**src/rtl/plic_gateway.sv**
```systemverilog
// Per-source interrupt gateway: synchronizes raw lines, turns level/edge events into
// single-cycle request pulses for the PLIC core and blocks re-requests until int_end.
module plic_gateway #(
    parameter int NSRC        = 128,
    parameter int SYNC_STAGES = 2,
    parameter int EDGE_CNT_W  = 2
) (
    input  logic            clk,
    input  logic            rstn,
    input  logic [NSRC-1:0] irq_src,
    input  logic [NSRC-1:0] edge_sel,
    input  logic [NSRC-1:0] int_end,
    output logic [NSRC-1:0] int_req_pack,
    output logic            gateway_notif,
    output logic [NSRC-1:0] inflight
);

    localparam logic ST_IDLE = 1'b0;
    localparam logic ST_WAIT = 1'b1;

    localparam logic [EDGE_CNT_W-1:0] CNT_MAX = '1;
    localparam logic [EDGE_CNT_W-1:0] CNT_ONE = EDGE_CNT_W'(1);

    logic [NSRC-1:0]       sync_q [SYNC_STAGES];
    logic [NSRC-1:0]       prev_q;
    logic [NSRC-1:0]       state_q, state_d;
    logic [NSRC-1:0]       req_q, req_d;
    logic                  notif_q;
    logic [EDGE_CNT_W-1:0] cnt_q [NSRC];
    logic [EDGE_CNT_W-1:0] cnt_d [NSRC];

    logic [NSRC-1:0] s;
    logic [NSRC-1:0] trig;

    assign s    = sync_q[SYNC_STAGES-1];
    // Level mode triggers on s; edge mode masks it with the previous sample.
    assign trig = s & ~(edge_sel & prev_q);

    always_comb begin
        // NOTE: every combinational output gets a default first so no path can infer a latch.
        state_d = state_q;
        req_d   = '0;
        cnt_d   = cnt_q;
        for (int i = 0; i < NSRC; i++) begin
            if (state_q[i] == ST_IDLE) begin
                if (trig[i]) begin
                    req_d[i]   = 1'b1;
                    state_d[i] = ST_WAIT;
                end
            end else if (!int_end[i]) begin
                if (edge_sel[i] && trig[i] && cnt_q[i] != CNT_MAX) begin
                    cnt_d[i] = cnt_q[i] + CNT_ONE;
                end
            end else if (!edge_sel[i]) begin
                if (s[i]) begin
                    req_d[i] = 1'b1;
                end else begin
                    state_d[i] = ST_IDLE;
                end
            end else if (cnt_q[i] != '0) begin
                // A new edge arriving with the completion replaces the one consumed.
                req_d[i] = 1'b1;
                if (!trig[i]) begin
                    cnt_d[i] = cnt_q[i] - CNT_ONE;
                end
            end else if (trig[i]) begin
                req_d[i] = 1'b1;
            end else begin
                state_d[i] = ST_IDLE;
            end
            if (!edge_sel[i]) begin
                cnt_d[i] = '0;
            end
        end
        // Source 0 is reserved and never requests.
        req_d[0]   = 1'b0;
        state_d[0] = ST_IDLE;
        cnt_d[0]   = '0;
    end

    // NOTE: sequential state uses non-blocking assignments so every flop samples pre-edge values.
    always_ff @(posedge clk) begin
        if (!rstn) begin
            for (int k = 0; k < SYNC_STAGES; k++) begin
                sync_q[k] <= '0;
            end
            prev_q  <= '0;
            state_q <= {NSRC{ST_IDLE}};
            req_q   <= '0;
            notif_q <= 1'b0;
            // NOTE: the edge counters are architectural state, so the array is cleared on reset.
            for (int i = 0; i < NSRC; i++) begin
                cnt_q[i] <= '0;
            end
        end else begin
            sync_q[0] <= irq_src;
            for (int k = 1; k < SYNC_STAGES; k++) begin
                sync_q[k] <= sync_q[k-1];
            end
            prev_q  <= s;
            state_q <= state_d;
            req_q   <= req_d;
            notif_q <= |req_d;
            cnt_q   <= cnt_d;
        end
    end

    assign int_req_pack  = req_q;
    assign gateway_notif = notif_q;
    assign inflight      = state_q;

endmodule

```
**config.mk**
```make
export PLATFORM = sky130hd
export DESIGN_NAME = plic_gateway
export DESIGN_NICKNAME = d
export VERILOG_FILES = /design/src/rtl/plic_gateway.sv
export SDC_FILE = /design/constraint.sdc
export NUM_CORES = 2
export LEC_CHECK = 0
export BUFFER_PORTS_ARGS = -buffer_cell sky130_fd_sc_hd__buf_2
export CORE_MARGIN = 4
export CORE_UTILIZATION = 56
export CTS_CLUSTER_DIAMETER = 40
export DETAILED_ROUTE_END_ITERATION = 10
export GPL_TIMING_DRIVEN = 0
export PLACE_DENSITY = 0.8
export SLEW_MARGIN = 40
export SYNTH_ARGS = -nofsm -noshare
export SYNTH_HDL_FRONTEND = slang
export SYNTH_SLANG_ARGS = --single-unit
export TNS_END_PERCENT = 50
```
**constraint.sdc**
```tcl
create_clock -name clk -period 2.1 [get_ports clk]
set_input_delay 0.525 -clock clk [delete_from_list [all_inputs] [get_ports clk]]
set_output_delay 0.525 -clock clk [all_outputs]
set_load 0.1 [all_outputs]
```
# After elaboration in Yosys (flattened, before gate mapping)
# Memory sizes are Yosys's and may differ from the RTL's.
# Cells that the tools add are included.
# W data, S select, Z words.
[totals]
reg_bits = 639
word_cells = 3065
in_bits = 386
ramBits = 256
out_inout_bits = 257
memories = 1
[op_classes]
n_eq_ne = 381
addsub = 254
n_reduce_logical = 763
muxes = 1528
n_bitwise = 5
[memory_table]
columns = ["memory", "words", "word_bits", "read_ports", "rd_clocked_by_memory_dff", "write_ports", "line", "source"]
rows = [
  ["sync_q", 2, 128, 2, 0, 2, "24", "logic [NSRC-1:0] sync_q [SYNC_STAGES];"],
]
[ops]
columns = ["cell", "n"]
rows = [
  ["$mux W1", 1018],
  ["$mux W2", 508],
  ["$ne A2 B2 Y1 const B", 254],
  ["$reduce_and A4 Y1", 127],
  ["$reduce_bool A2 Y1", 254],
  ["$and A128 B128 Y128", 2],
  ["$mux W128", 2],
  ["$add A2 B1 Y2 const B", 127],
  ["$logic_and A1 B1 Y1", 254],
  ["$ne A2 B1 Y1 const B", 127],
  ["$reduce_and A2 Y1", 127],
  ["$sub A2 B1 Y2 const B", 127],
  ["$not A128 Y128", 1],
  ["$reduce_or A127 Y1", 1],
  ["$or A1 B1 Y1", 2],
]

# Logic depth before layout (Yosys ltp)
[logic_depth]
ltp_word = 9
ltp_mapped = 6
ltp_nobuf = 6

# Worst setup path after synthesis
# OpenSTA, ideal clock, no wires.
[synth_timing]
path_kind = "reg2reg"
start = "register state_q[118], in the netlist inflight[118]"
end = "register notif_q, in the netlist gateway_notif"
required_ps = 1960
slack_ps = -286
setup_time_ps = 140
period_less_slack_ps = 2386
stages_incl_launch_ff = 7
n_path_buf = 0
arrival_ps = 2246
path_cell_list = "dfxtp_1 nand2b_1 a21boi_1 or3_1 or3_1 nor4_2 a41oi_1"
[synth_between]
elab_chain_cells = 2
[synth_lines]
columns = ["element", "line", "source"]
rows = [
  ["start: declaration", "26", "logic [NSRC-1:0] state_q, state_d;"],
  ["start signal: assignment", "88", "state_q <= {NSRC{ST_IDLE}};"],
  ["start signal: assignment", "101", "state_q <= state_d;"],
  ["$mux W1", "45", "if (state_q[i] == ST_IDLE) begin"],
  ["$reduce_or A127 Y1", "103", "notif_q <= |req_d;"],
  ["end signal: assignment", "103", ""],
  ["end: declaration", "28", "logic notif_q;"],
]
# Every way passes these cells.
# A chain may end at the register's enable or synchronous reset.

# Final worst setup path
[layout_timing]
start = "register cnt_q[108] (netlist name)"
end = "register notif_q, in the netlist gateway_notif"
[layout_between]
elab_chain_cells = 6
[layout_lines]
columns = ["element", "line", "source"]
rows = [
  ["start: declaration", "29", "logic [EDGE_CNT_W-1:0] cnt_q [NSRC];"],
  ["start signal: assignment", "104", "cnt_q <= cnt_d;"],
  ["$reduce_bool A2 Y1", "60", "end else if (cnt_q[i] != '0) begin"],
  ["$mux W1", "60", ""],
  ["$mux W1", "54", "end else if (!edge_sel[i]) begin"],
  ["$mux W1", "50", "end else if (!int_end[i]) begin"],
  ["$mux W1", "45", ""],
  ["$reduce_or A127 Y1", "103", ""],
]
# Every way passes these cells.

==> summary.txt <==
STA
  • Max frequency: 0.456 GHz
  • Hold Fails Final Rpt: 0
  • RSZ-0062 raised after global routing: yes
  • Slew HR: 0.416
  • Worst Slack Setup Final: -94.7 ps
  • # setup viols final: 1
  • Clock skew: between 20 and 30 ps
  • TNS Setup: -94.7 ps
  • Slew @ Worst Pin: between 800 and 900 ps
  • Fin crit period: 2190 ps
  • Tcrit/Tclk final: 1.05
  • Hold slack: ~54 ps
  • Final Slew Violations: 0

Power and ir drop
  • Fraction of power spent switching nets: 0.267
  • Psw: between 10 and 15 mW
  • Gate power share: 0.092
  • Reg power frac: 0.412
  • Max IR drop VDD: ~0.69 mV
  • Power share of the clock group: 0.496
  • P_int: between 30 and 40 mW
  • Ratio of total power to cell area: between 900 and 1000 mW/mm^2
  • LEAKAGE: 19.6 nW

Drt
  • Post-route ant nets: 0
  • Vias after detailed routing: about 33k
  • WL final: 126000 um
  • Wire length per cell: 21.5 um
  • Pre-Repair DR Iteration Count: 6
  • Residual DRC: 0
  • Drt first-iter violations: roughly 2.9k
  • Vias per inst: approximately 5.6

Setup path
  • Critical path fanouts, max: 6
  • Class of the most critical setup path: reg2reg
  • Critical path origin: cnt_q[108]$_SDFFE_PN0P_
  • CP Launch Type: flop
  • Worst R2R Start: cnt_q[108]$_SDFFE_PN0P_
  • WP data required: between 2000 and 3000 ps
  • Worst Setup End Kind: flop
  • Crit path DAT: roughly 2700 ps
  • Reg2reg setup slack: -90 ps

Clock network
  • TritonCTS clock tree: built
  • Clock transition at path regs: roughly 60 ps
  • CTS Buffer Depth: 3
  • Worst skew pair latency: around 670 ps
  • H-tree depth: 3
  • CTS Root Cell: clkbuf_16
  • Sink Count: just under 900
  • Clock buffer count from CTS: 120
  • Hold-fix buffers, CTS: 0

Floorplanning
  • IO Count: 643
  • Rows: 93
  • Core area: ~0.064 sq mm
  • Initial Util: 0.565
  • Die H: 263 um
  • Width of the die: around 260 um
  • Die footprint: roughly 0.07 sq mm

Synth
  • Avg Inst Size Synth: between 8 and 9 sq um
  • Top cells by area, synth: dfxtp_1, and2_1, nor2_1
  • Ys flop type: dfxtp_1
  • Cell count after synthesis: approximately 4.1k
  • Post-synthesis sequential area ratio: 0.489
  • Synth area leader: dfxtp_1
  • Post-synth EDFFs: 0
  • Synth Warn #: 0
  • Yosys top cell area share: 0.489
  • Yosys cell types: 44
  • Flops & latches, synth: 890
  • Synth Cell Area: around 0.036 sq mm
  • Async set-reset flop share out of synthesis: 0

Run status
  • Status: finished with violations
  • Failing checks: setup timing

Global route
  • Grt met3 use: 0.0924
  • Top Usage Layer GRT: met2
  • Initial antenna violation count: 82
  • Global Route met2 Usage: 0.539
  • M1 GR Usage: 0.409
  • First-pass GRT wire length: around 180000 um
  • Total gr overflow: 0
  • Gr usage total: 0.341
  • Largest net degree at the start of global routing: 16
  • Vias in the first global route: approximately 31k

Job
  • Maxcap violations: 0

Placement
  • Port bufs: 636
  • Final RePlAce weighted congestion: roughly 0.96
  • Dpl hpwl: between 90000 and 100000 um

Worst hold path
  • Start point of the worst hold path: irq_src[13]
  • Hold WC Path Type: in2reg

Layout
  • Fill cells: just under 5k
  • Area Overhead vs Synth: 25.1%
  • Layout cells sized above 1: 0.204
  • Most frequent cells in the layout: dfxtp_1, nor2_1, buf_2
  • Commonest non-fill, non-tap cell in the layout: dfxtp_1
  • Nets: 5235
  • Final Core Density: 0.707
power groups by stage:
stage / clock [mW] / combinational [mW] / sequential, mW
floorplan: 0 / 1.13 / 19.0
global placement: 0 / 3.72 / 17.9
detailed placement: 0 / 3.77 / 17.9
CTS: 21.3 / 3.86 / 17.6
global route: 22.0 / 4.10 / 17.6
finish: 21.2 / 3.91 / 17.6
critical path: stages (launching register included):
cell      delay, ps
dfxtp_1         370
o211ai_1        270
a21oi_2         160
or3_4           350
or3_4           350
nor4_4          360
a41oi_2         150
cell usage after synthesis (2+ instances only):
| master | count |
|---|---|
| dfxtp_1 | 890 |
| nor2_1 | 629 |
| and2_1 | 501 |
| o21ai_0 | 352 |
| nand2_1 | 301 |
| xnor2_1 | 255 |
| a21oi_1 | 179 |
| xor2_1 | 126 |
| inv_1 | 124 |
| a21boi_0 | 123 |
| clkbuf_1 | 84 |
| a21bo_2 | 65 |
| o211ai_1 | 65 |
| a2111oi_0 | 64 |
| nor2b_1 | 60 |
| o211a_1 | 60 |
| and4_1 | 54 |
| a2bb2oi_1 | 50 |
| nor4_1 | 26 |
| a31oi_1 | 13 |
| nand2b_1 | 12 |
| and4b_1 | 6 |
| nand4_1 | 6 |
| o22ai_1 | 5 |
| nor3_1 | 4 |
| o21a_1 | 3 |
| or2_1 | 3 |
| or3_1 | 3 |
| a21boi_1 | 2 |
| a21o_1 | 2 |
| buf_4 | 2 |
| nand3_1 | 2 |
| nand4bb_1 | 2 |
| nor3b_1 | 2 |
| o211ai_2 | 2 |
final cells by class:
| cell class | instances | area (sq um) | share of cell area |
|---|---|---|---|
| Antenna cell | 58 | 145 | 0.00318 |
| Inverter | 125 | 469 | 0.0103 |
| Buffer | 86 | 378 | 0.00829 |
| Clock buffer | 142 | 3280 | 0.0720 |
| Clock inverter | 85 | 967 | 0.0212 |
| Tap cell | 855 | 1070 | 0.0235 |
| Multi-Input combinational cell | 2986 | 18100 | 0.396 |
| Timing Repair Buffer | 640 | 3370 | 0.0740 |
| Sequential cell | 890 | 17800 | 0.391 |
state kept, by name, summed over array words and instances (netlist names):
name and flops:
inflight 127, gateway_notif 1, sync_q 254, prev_q 127, int_req_pack 127, cnt_q 254
path summary, 6_finish.rpt:
kind / to / cells past startpoint
setup / recovery: gateway_notif$_SDFF_PN0_ / 6
setup reg to reg: gateway_notif$_SDFF_PN0_ / 6
hold / removal: sync_q[0][13]$_SDFF_PN0_ / 2
hold reg to reg: sync_q[0][153]$_SDFF_PN0_ / 1
stage by stage:
stage	instance area, sq um	cells	power, mW	setup slack (ps)
6_report	45600	5867	42.7	-94.7
3_5_place_dp	40800	5579	21.7	-876
5_1_grt	45500	5850	43.7	-144
2_1_floorplan	36500	4087	20.2	10.7
4_1_cts	45300	5808	42.7	-62.6
3_3_place_gp	40700	5578	21.6	-1260
logic make-up (layout without fill, tap and decap cells):
kind of cell    count (synthesis)  after routing  synth area share
flops                         890            890             0.489
buf+inv                       211           1078            0.0219
simple gates                 1614           1614             0.218
xor+xnor                      381            381            0.0916
other cells                     1             60          0.000103
compound gates                989            989             0.179
timing repair:
item	4_1_cts	5_1_grt
gates cloned	0	0
pin swaps	11	3
resized for setup	53	45
setup buffers	2	0
setup endpoints to repair	12	44
layer usage:
layer / vias up / wire length, um
met5: - / 226
met4: 34 / 8290
met3: 414 / 12100
met2: 1625 / 56900
met1: 15462 / 48300
li1: 15414 / -
(Power assumes the default switching activity.)
